===== src/rtl/serial_adder.sv =====
// serial_adder: multi-cycle adder, DIGIT bits per clock, single registered carry.
// Ports:
//   clk, rst_n            clock (rising edge), async active-low reset
//   start                 request, accepted when ready=1
//   a, b, cin             operands and carry-in, sampled at acceptance
//   ready                 1 = idle, can accept start
//   done                  one-cycle pulse when sum/cout/overflow update
//   sum, cout, overflow   a+b+cin mod 2^WIDTH, carry out, two's-complement overflow
module serial_adder #(
  parameter int unsigned WIDTH = 8,
  parameter int unsigned DIGIT = 1
) (
  input  logic             clk,
  input  logic             rst_n,
  input  logic             start,
  input  logic [WIDTH-1:0] a,
  input  logic [WIDTH-1:0] b,
  input  logic             cin,
  output logic             ready,
  output logic             done,
  output logic [WIDTH-1:0] sum,
  output logic             cout,
  output logic             overflow
);

  localparam int unsigned N  = WIDTH / DIGIT;
  localparam int unsigned CW = (N > 1) ? $clog2(N) : 1;

  // Reject illegal parameter combinations at elaboration
  generate
    if ((DIGIT < 1) || (DIGIT > WIDTH) || ((WIDTH % DIGIT) != 0)) begin : g_bad_params
      $error("serial_adder: DIGIT must divide WIDTH and satisfy 1<=DIGIT<=WIDTH");
    end
  endgenerate

  typedef enum logic {
    IDLE = 1'b0,
    RUN  = 1'b1
  } state_t;

  state_t           state, state_d;
  logic [WIDTH-1:0] a_sr, a_sr_d;
  logic [WIDTH-1:0] b_sr, b_sr_d;
  logic [WIDTH-1:0] acc, acc_d;
  logic             carry, carry_d;
  logic [CW-1:0]    step, step_d;
  logic             ready_d, done_d;
  logic [WIDTH-1:0] sum_d;
  logic             cout_d, overflow_d;

  logic [DIGIT:0]   slice_c;
  logic             c_msb_c;
  logic             last_c;

  // One DIGIT-wide slice of the addition plus the carry into its top bit
  always_comb begin
    slice_c = (DIGIT+1)'(a_sr[DIGIT-1:0]) + (DIGIT+1)'(b_sr[DIGIT-1:0]) + (DIGIT+1)'(carry);
    c_msb_c = slice_c[DIGIT-1] ^ a_sr[DIGIT-1] ^ b_sr[DIGIT-1];
    last_c  = (step == CW'(N - 1));
  end

  // State register
  always_ff @(posedge clk or negedge rst_n) begin
    if (!rst_n) state <= IDLE;
    else        state <= state_d;
  end

  // Next-state and next-value logic
  always_comb begin
    state_d    = state;
    a_sr_d     = a_sr;
    b_sr_d     = b_sr;
    acc_d      = acc;
    carry_d    = carry;
    step_d     = step;
    ready_d    = ready;
    done_d     = 1'b0;
    sum_d      = sum;
    cout_d     = cout;
    overflow_d = overflow;
    case (state)
      IDLE: begin
        if (start) begin
          a_sr_d  = a;
          b_sr_d  = b;
          carry_d = cin;
          acc_d   = '0;
          step_d  = '0;
          ready_d = 1'b0;
          state_d = RUN;
        end
      end
      RUN: begin
        a_sr_d  = a_sr >> DIGIT;
        b_sr_d  = b_sr >> DIGIT;
        // Slices enter at the top so the first one ends up in the LSBs
        acc_d   = (acc >> DIGIT) | (WIDTH'(slice_c[DIGIT-1:0]) << (WIDTH - DIGIT));
        carry_d = slice_c[DIGIT];
        step_d  = step + CW'(1);
        if (last_c) begin
          sum_d      = acc_d;
          cout_d     = slice_c[DIGIT];
          overflow_d = c_msb_c ^ slice_c[DIGIT];
          done_d     = 1'b1;
          ready_d    = 1'b1;
          state_d    = IDLE;
        end
      end
      default: state_d = IDLE;
    endcase
  end

  // Datapath and output registers
  always_ff @(posedge clk or negedge rst_n) begin
    if (!rst_n) begin
      a_sr     <= '0;
      b_sr     <= '0;
      acc      <= '0;
      carry    <= 1'b0;
      step     <= '0;
      ready    <= 1'b1;
      done     <= 1'b0;
      sum      <= '0;
      cout     <= 1'b0;
      overflow <= 1'b0;
    end else begin
      a_sr     <= a_sr_d;
      b_sr     <= b_sr_d;
      acc      <= acc_d;
      carry    <= carry_d;
      step     <= step_d;
      ready    <= ready_d;
      done     <= done_d;
      sum      <= sum_d;
      cout     <= cout_d;
      overflow <= overflow_d;
    end
  end

endmodule


===== config.mk =====
export PLATFORM = sky130hd
export DESIGN_NAME = serial_adder
export DESIGN_NICKNAME = d
export VERILOG_FILES = /design/src/rtl/serial_adder.sv
export SDC_FILE = /design/constraint.sdc
export NUM_CORES = 1
export LEC_CHECK = 0
export CORE_MARGIN = 3
export CORE_UTILIZATION = 28
export DETAILED_ROUTE_END_ITERATION = 12
export DONT_BUFFER_PORTS = 1
export SLEW_MARGIN = 5
export SYNTH_ARGS = -nofsm -noshare
export SYNTH_HDL_FRONTEND = slang
export SYNTH_SLANG_ARGS = --single-unit

===== constraint.sdc =====
create_clock -name clk -period 2.6 [get_ports clk]
set_input_delay 0.52 -clock clk [delete_from_list [all_inputs] [get_ports clk]]
set_output_delay 0.52 -clock clk [all_outputs]
set_load 0.03 [all_outputs]

==> reports/metrics.cfg, run 1 <==
[status]
status = finished clean

[grt]
grt_overflow_total = 0
grt_pass1_wl_um = 5160
grt_max_degree = 40
grt_pass1_vias = 1003
antenna_found_initial = 0
groute.usage.overall = 0.0935

[final_layout]
fillers = 584
area_delta_synth_final_pct = 9.31
layout-drive-gt1-share = 0.116
final_cell_mix = dfrtp_1 (39), nand2_1 (23), o21ai_0 (21)
diodes = 0
layout_commonest_cell = dfrtp_1
finalNonFillerCells = 218
final_nets = 168

[run]
cap_violations = 0

[floorplan]
start_util = 0.299
core_um2 = 5680
die_w_um = 83.8
die_area_um2 = 7020
rows = 27
ios = 32
die_height_um = 83.8

[synth]
syn_area_um2 = 1690
syn_area_per_cell_um2 = 11.8
yosys_warnings = 0
synth_cells = 144
ys_ff_latch = 40
yosysSeqAreaShare = 0.592
synth_nets = 167
synth_cell_type_count = 21

[routing]
wl_per_cell_um = 14.2
dr.pass1.iters = 4
wl_um = 3100
ant_nets = 0
vias = 1031
drc_errors = 0
routed_via_density = 4.73
drt_iter0_markers = 29

[timing]
hold_ws_ns = 0.0685
final.setup.tns_ns = 0
finalHoldViolations = 0
fin_crit_ns = 1.54
skew_ns = 0.00379
tightest_slew_ns = 0.574
setup_violations = 0
max_freq_mhz = 648
relSlewSlack = 0.617
drv_slew = 0
rsz0062_at_grt = no
fin_ws_ns = 1.06
finalCritPeriodShare = 0.594

[place]
dp_hpwl_um = 2120
pre_cts_slack_ns = 1.03
portBuffers = 0
place.gp.congestion = 0.732
placedCellCount = 209

[pwr]
cellPowerDensity_nw_per_um2 = 1200
ir_drop_v = 0.000553
p_leak_nw = 0.880

[cts]
htree_levels = 2
tritoncts = done
ctsResizeCount = 0
numCtsBuffers = 5
clk_pin_slew_ns = 0.07
cts_buffer_depth = 2
cts.sinks = 40
clk_latency_ns = 0.28
cts-root-buf = clkbuf_8

[worst_setup_path]
max_stage_delay_ns = 0.60
rrSetupSlack_ns = 1.06
crit_arrival_ns = 1.70
worstRegToRegCells = 5
path_buf_inv = 1
rr_startpoint = a_sr[0]
critPathTopFamily = adder cells
crit_path_frequent_cell = xnor2_1
crit_chain = inv_1 > fa_1 > xnor2_1 > xnor2_1 > o21ai_0
timing.rr.end = overflow
critPathKind = flop to flop
cp_slowest_cell = fa_1
cp.depth = 5
start_kind = flop
end_kind = flop
worstPathRequired_ns = 2.76
cp_max_fo = 3

[worst_hold_path]
hold_class = input port to async pin

## layout make-up
| cell class | count | area, um^2 | area share |
|---|---|---|---|
| clock buffers | 8 | 90.1 | 0.0486 |
| inverters | 6 | 22.5 | 0.0122 |
| multi-input cells | 90 | 619 | 0.334 |
| flip-flops and latches | 40 | 1000 | 0.541 |
| well taps | 72 | 90.1 | 0.0486 |
| repair buffers | 2 | 27.5 | 0.0149 |
## where the power goes
group	switching, mW	leakage (nW)	internal [mW]	total (mW)
logic	0.276	0.317	0.308	0.584
registers	0.352	0.517	0.880	1.23
clock network	0.197	0.0455	0.216	0.413
total	0.825	0.880	1.40	2.23
## worst max-delay path by stage
stage          startpoint       end  slack (ns)
2_1_floorplan     a_sr[0]  overflow        1.16
3_3_place_gp      a_sr[0]  overflow        1.05
3_5_place_dp      a_sr[0]  overflow        1.03
4_1_cts           a_sr[0]  overflow        1.02
5_1_grt             state    sum[1]        0.87
6_report          a_sr[0]  overflow        1.06
## what timing repair did
action	4_1_cts	5_1_grt
setup buffers	0	0
hold endpoints to repair	39	0
hold buffers	1	0
## sequential cells by signal, indices dropped and copies added (netlist names)
register,count
a_sr,8
b_sr,8
sum,8
acc,7
step,3
carry,1
cout,1
done,1
overflow,1
ready,1
state,1
## layer usage
| metal | GRT usage | wire length, um | up-vias |
|---|---|---|---|
| met5 | 0 | 0 | - |
| met4 | 0.0351 | 34 | 0 |
| met3 | 0.0543 | 330 | 4 |
| met2 | 0.126 | 1310 | 34 |
| met1 | 0.123 | 1420 | 505 |
| li1 | - | - | 488 |
## synth_stat cells (all sizes together)
master / number / area, um^2
a21oi: 2 / 10.0
a22o: 6 / 52.6
buf: 5 / 38.8
clkbuf: 3 / 11.3
dfrtp: 39 / 976
dfstp: 1 / 26.3
fa: 1 / 20.0
ha: 2 / 25.0
inv: 6 / 22.5
mux2: 7 / 90.1
mux2i: 16 / 160
nand2: 24 / 92.6
nand3: 1 / 5.00
nor2: 6 / 22.5
o211a: 1 / 10.0
o21ai: 21 / 105
xnor2: 3 / 26.3
## worst register-to-register path, stage by stage (launching register included)
cell and delay [ns]:
dfrtp_1 0.38, inv_1 0.07, fa_1 0.60, xnor2_1 0.15, xnor2_1 0.13, o21ai_0 0.08
## through the flow
step           power (mW)  utilization  cell area, um^2
6_report             2.23        0.326             1850
5_1_grt              2.42        0.326             1850
4_1_cts              2.27        0.326             1850
3_5_place_dp         1.83        0.307             1740
3_3_place_gp         1.82        0.307             1740
2_1_floorplan        1.71            -             1690
## cell families (layout without fill, tap and decap cells)
| group | after synthesis | count (layout) | share of synthesized area |
|---|---|---|---|
| DFF | 40 | 40 | 0.592 |
| and+or+nand+nor | 31 | 31 | 0.0709 |
| AOI/OAI and AO/OA | 30 | 30 | 0.105 |
| muxes | 23 | 23 | 0.148 |
| buffers and inverters | 14 | 16 | 0.0428 |
| adders and majority gates | 3 | 3 | 0.0266 |
| xor gates and xnor gates | 3 | 3 | 0.0155 |
Power figures use the tool's default switching activity.
==> inputs of run 2 (changes only) <==
clock period = 1.55 ns   (was 2.6 ns; I/O delays follow)
==> reports/metrics.cfg, run 2 (same netlist as run 1, synthesis figures left out) <==
[cts]
htree_levels = 2  ; unchanged
tritoncts = done
cts-root-buf = clkbuf_8
cts.sinks = 40  ; unchanged
post_cts_buffers = 0  ; unchanged
numCtsBuffers = 5  ; unchanged
ctsResizeCount = 0  ; unchanged
clk_pin_slew_ns = 0.08  ; about the same
cts_buffer_depth = 2  ; unchanged
clk_latency_ns = 0.29  ; about the same

[place]
pre_cts_slack_ns = 0.0818  ; -0.946 ns
portBuffers = 0  ; unchanged
place.gp.congestion = 0.659  ; -9.9%
placedCellCount = 214  ; +2.4%

[floorplan]
ios = 32  ; unchanged
die_height_um = 83.8  ; unchanged
die_area_um2 = 7020  ; unchanged
start_util = 0.299  ; unchanged
die_w_um = 83.8  ; unchanged
core_um2 = 5680  ; unchanged
rows = 27  ; unchanged

[final_layout]
final_cell_mix = dfrtp_1 (39), nand2_1 (23), o21ai_0 (21)
fillers = 567  ; -2.9%
diodes = 0  ; unchanged
layout-drive-gt1-share = 0.158  ; +0.0415
reg_top3 = a_sr (8), b_sr (8), sum (8)
layout_commonest_cell = dfrtp_1
final_nets = 174  ; +3.6%
multi_input_area_um2 = 619  ; unchanged
finalNonFillerCells = 224  ; +2.8%
seqCellArea_um2 = 1000  ; unchanged
area_delta_synth_final_pct = 16.2

[routing]
routed.top_layer = met4
drc_errors = 0  ; unchanged
met3_length_um = 291  ; -12%
dr_wl_met2_um = 1410  ; +8.0%
wl_per_cell_um = 14.2  ; -0.23%
ant_nets = 0  ; unchanged
wl_met1_um = 1420  ; +0.21%
wl_um = 3170  ; +2.5%
dr.pass1.iters = 4  ; unchanged
vias = 1026  ; -0.48%
routed_via_density = 4.58  ; -3.2%
drt_iter0_markers = 48  ; +66%

[timing]
finalHoldViolations = 0  ; unchanged
finalCritPeriodShare = 0.947  ; +0.353
rsz0062_at_grt = no
relSlewSlack = 0.784  ; +0.167
fin_crit_ns = 1.47  ; -0.0768 ns
max_freq_mhz = 681  ; +5.2%
tightest_slew_ns = 0.324  ; -0.250 ns
hold_ws_ns = 0.140  ; +0.0717 ns
setup_violations = 0  ; unchanged
fin_ws_ns = 0.0824  ; -0.973 ns
final.setup.tns_ns = 0  ; unchanged
skew_ns = 0.00372  ; -0.0000783 ns
drv_slew = 0  ; unchanged

[worst_setup_path]
cp_max_fo = 8  ; +5
start_kind = flop
crit_arrival_ns = 1.65  ; -0.05 ns
end_kind = flop
worstPathRequired_ns = 1.73  ; -1.03 ns
critPathKind = flop to flop

[run]
cap_violations = 0  ; unchanged

[pwr]
cellPowerDensity_nw_per_um2 = 2190  ; +82%
ir_drop_v = 0.000822  ; +49%
p_leak_nw = 0.941  ; +7.0%

[status]
status = finished clean

[grt]
grt_max_degree = 41  ; +2.5%
grt_overflow_total = 0  ; unchanged
grt_pass1_vias = 1116  ; +11%
groute.usage.overall = 0.0998  ; +0.00621
grt_pass1_wl_um = 5530  ; +7.2%
antenna_found_initial = 0  ; unchanged

[worst_hold_path]
hold_class = input port to flop

==> run 2: cell count changes in the layout (fill, tap and decap cells not counted), sizes merged <==
cell	previous run	this run
clkbuf	8	5
dlygate4sd3	0	1
bufinv	0	3
buf	2	7
==> run 2: path summary, 6_finish.rpt <==
kind / start / to / slack (ns) / cells past startpoint
worst max register to register: step[0] / sum[6] / 0.08 / 4
worst max-delay path: step[0] / sum[6] / 0.08 / 4
worst min-delay path: start / acc[4] / 0.14 / 1
max in group asynchronous: rst_n / ready / 0.83 / 2
min in group asynchronous: rst_n / b_sr[4] / 0.46 / 2
worst min register to register: a_sr[2] / a_sr[1] / 0.49 / 2
==> run 2: cell type report <==
cell class | instances | area share
clock buffer | 5 | 0.0350
clock inverter | 3 | 0.0458
inverter | 6 | 0.0114
multi-input combinational | 90 | 0.315
sequential | 40 | 0.509
tap | 72 | 0.0458
timing repair buffer | 8 | 0.0381
==> run 2: power by group <==
part / switching (mW) / total, mW / leakage (nW) / internal, mW
sequential: 0.528 / 2.00 / 0.517 / 1.48
combinational: 0.553 / 1.13 / 0.346 / 0.574
clock: 0.366 / 1.17 / 0.0784 / 0.805
==> run 2: critical path, stage by stage, from the launching register on <==
cell	delay, ns
dfrtp_1	0.40
ha_1	0.20
ha_1	0.20
nand2_2	0.20
mux2_2	0.36
==> run 2: timing repair <==
action,in CTS,in global routing
hold buffers,2,0
endpoints found under the setup margin,0,1
hold endpoints to repair,40,0
==> run 2: stage by stage <==
| step | power (mW) | util | instance area, um^2 |
|---|---|---|---|
| 2_1_floorplan | 2.87 | - | 1690 |
| 3_3_place_gp | 3.10 | 0.313 | 1780 |
| 3_5_place_dp | 3.15 | 0.313 | 1780 |
| 4_1_cts | 4.37 | 0.347 | 1970 |
| 5_1_grt | 4.62 | 0.347 | 1970 |
| 6_report | 4.30 | 0.347 | 1970 |
==> run 2: metal layers <==
metal / track usage / up-vias
met4: 0.0439 / 0
li1: - / 498
met1: 0.117 / 493
met3: 0.0573 / 6
met5: 0 / -
met2: 0.148 / 29
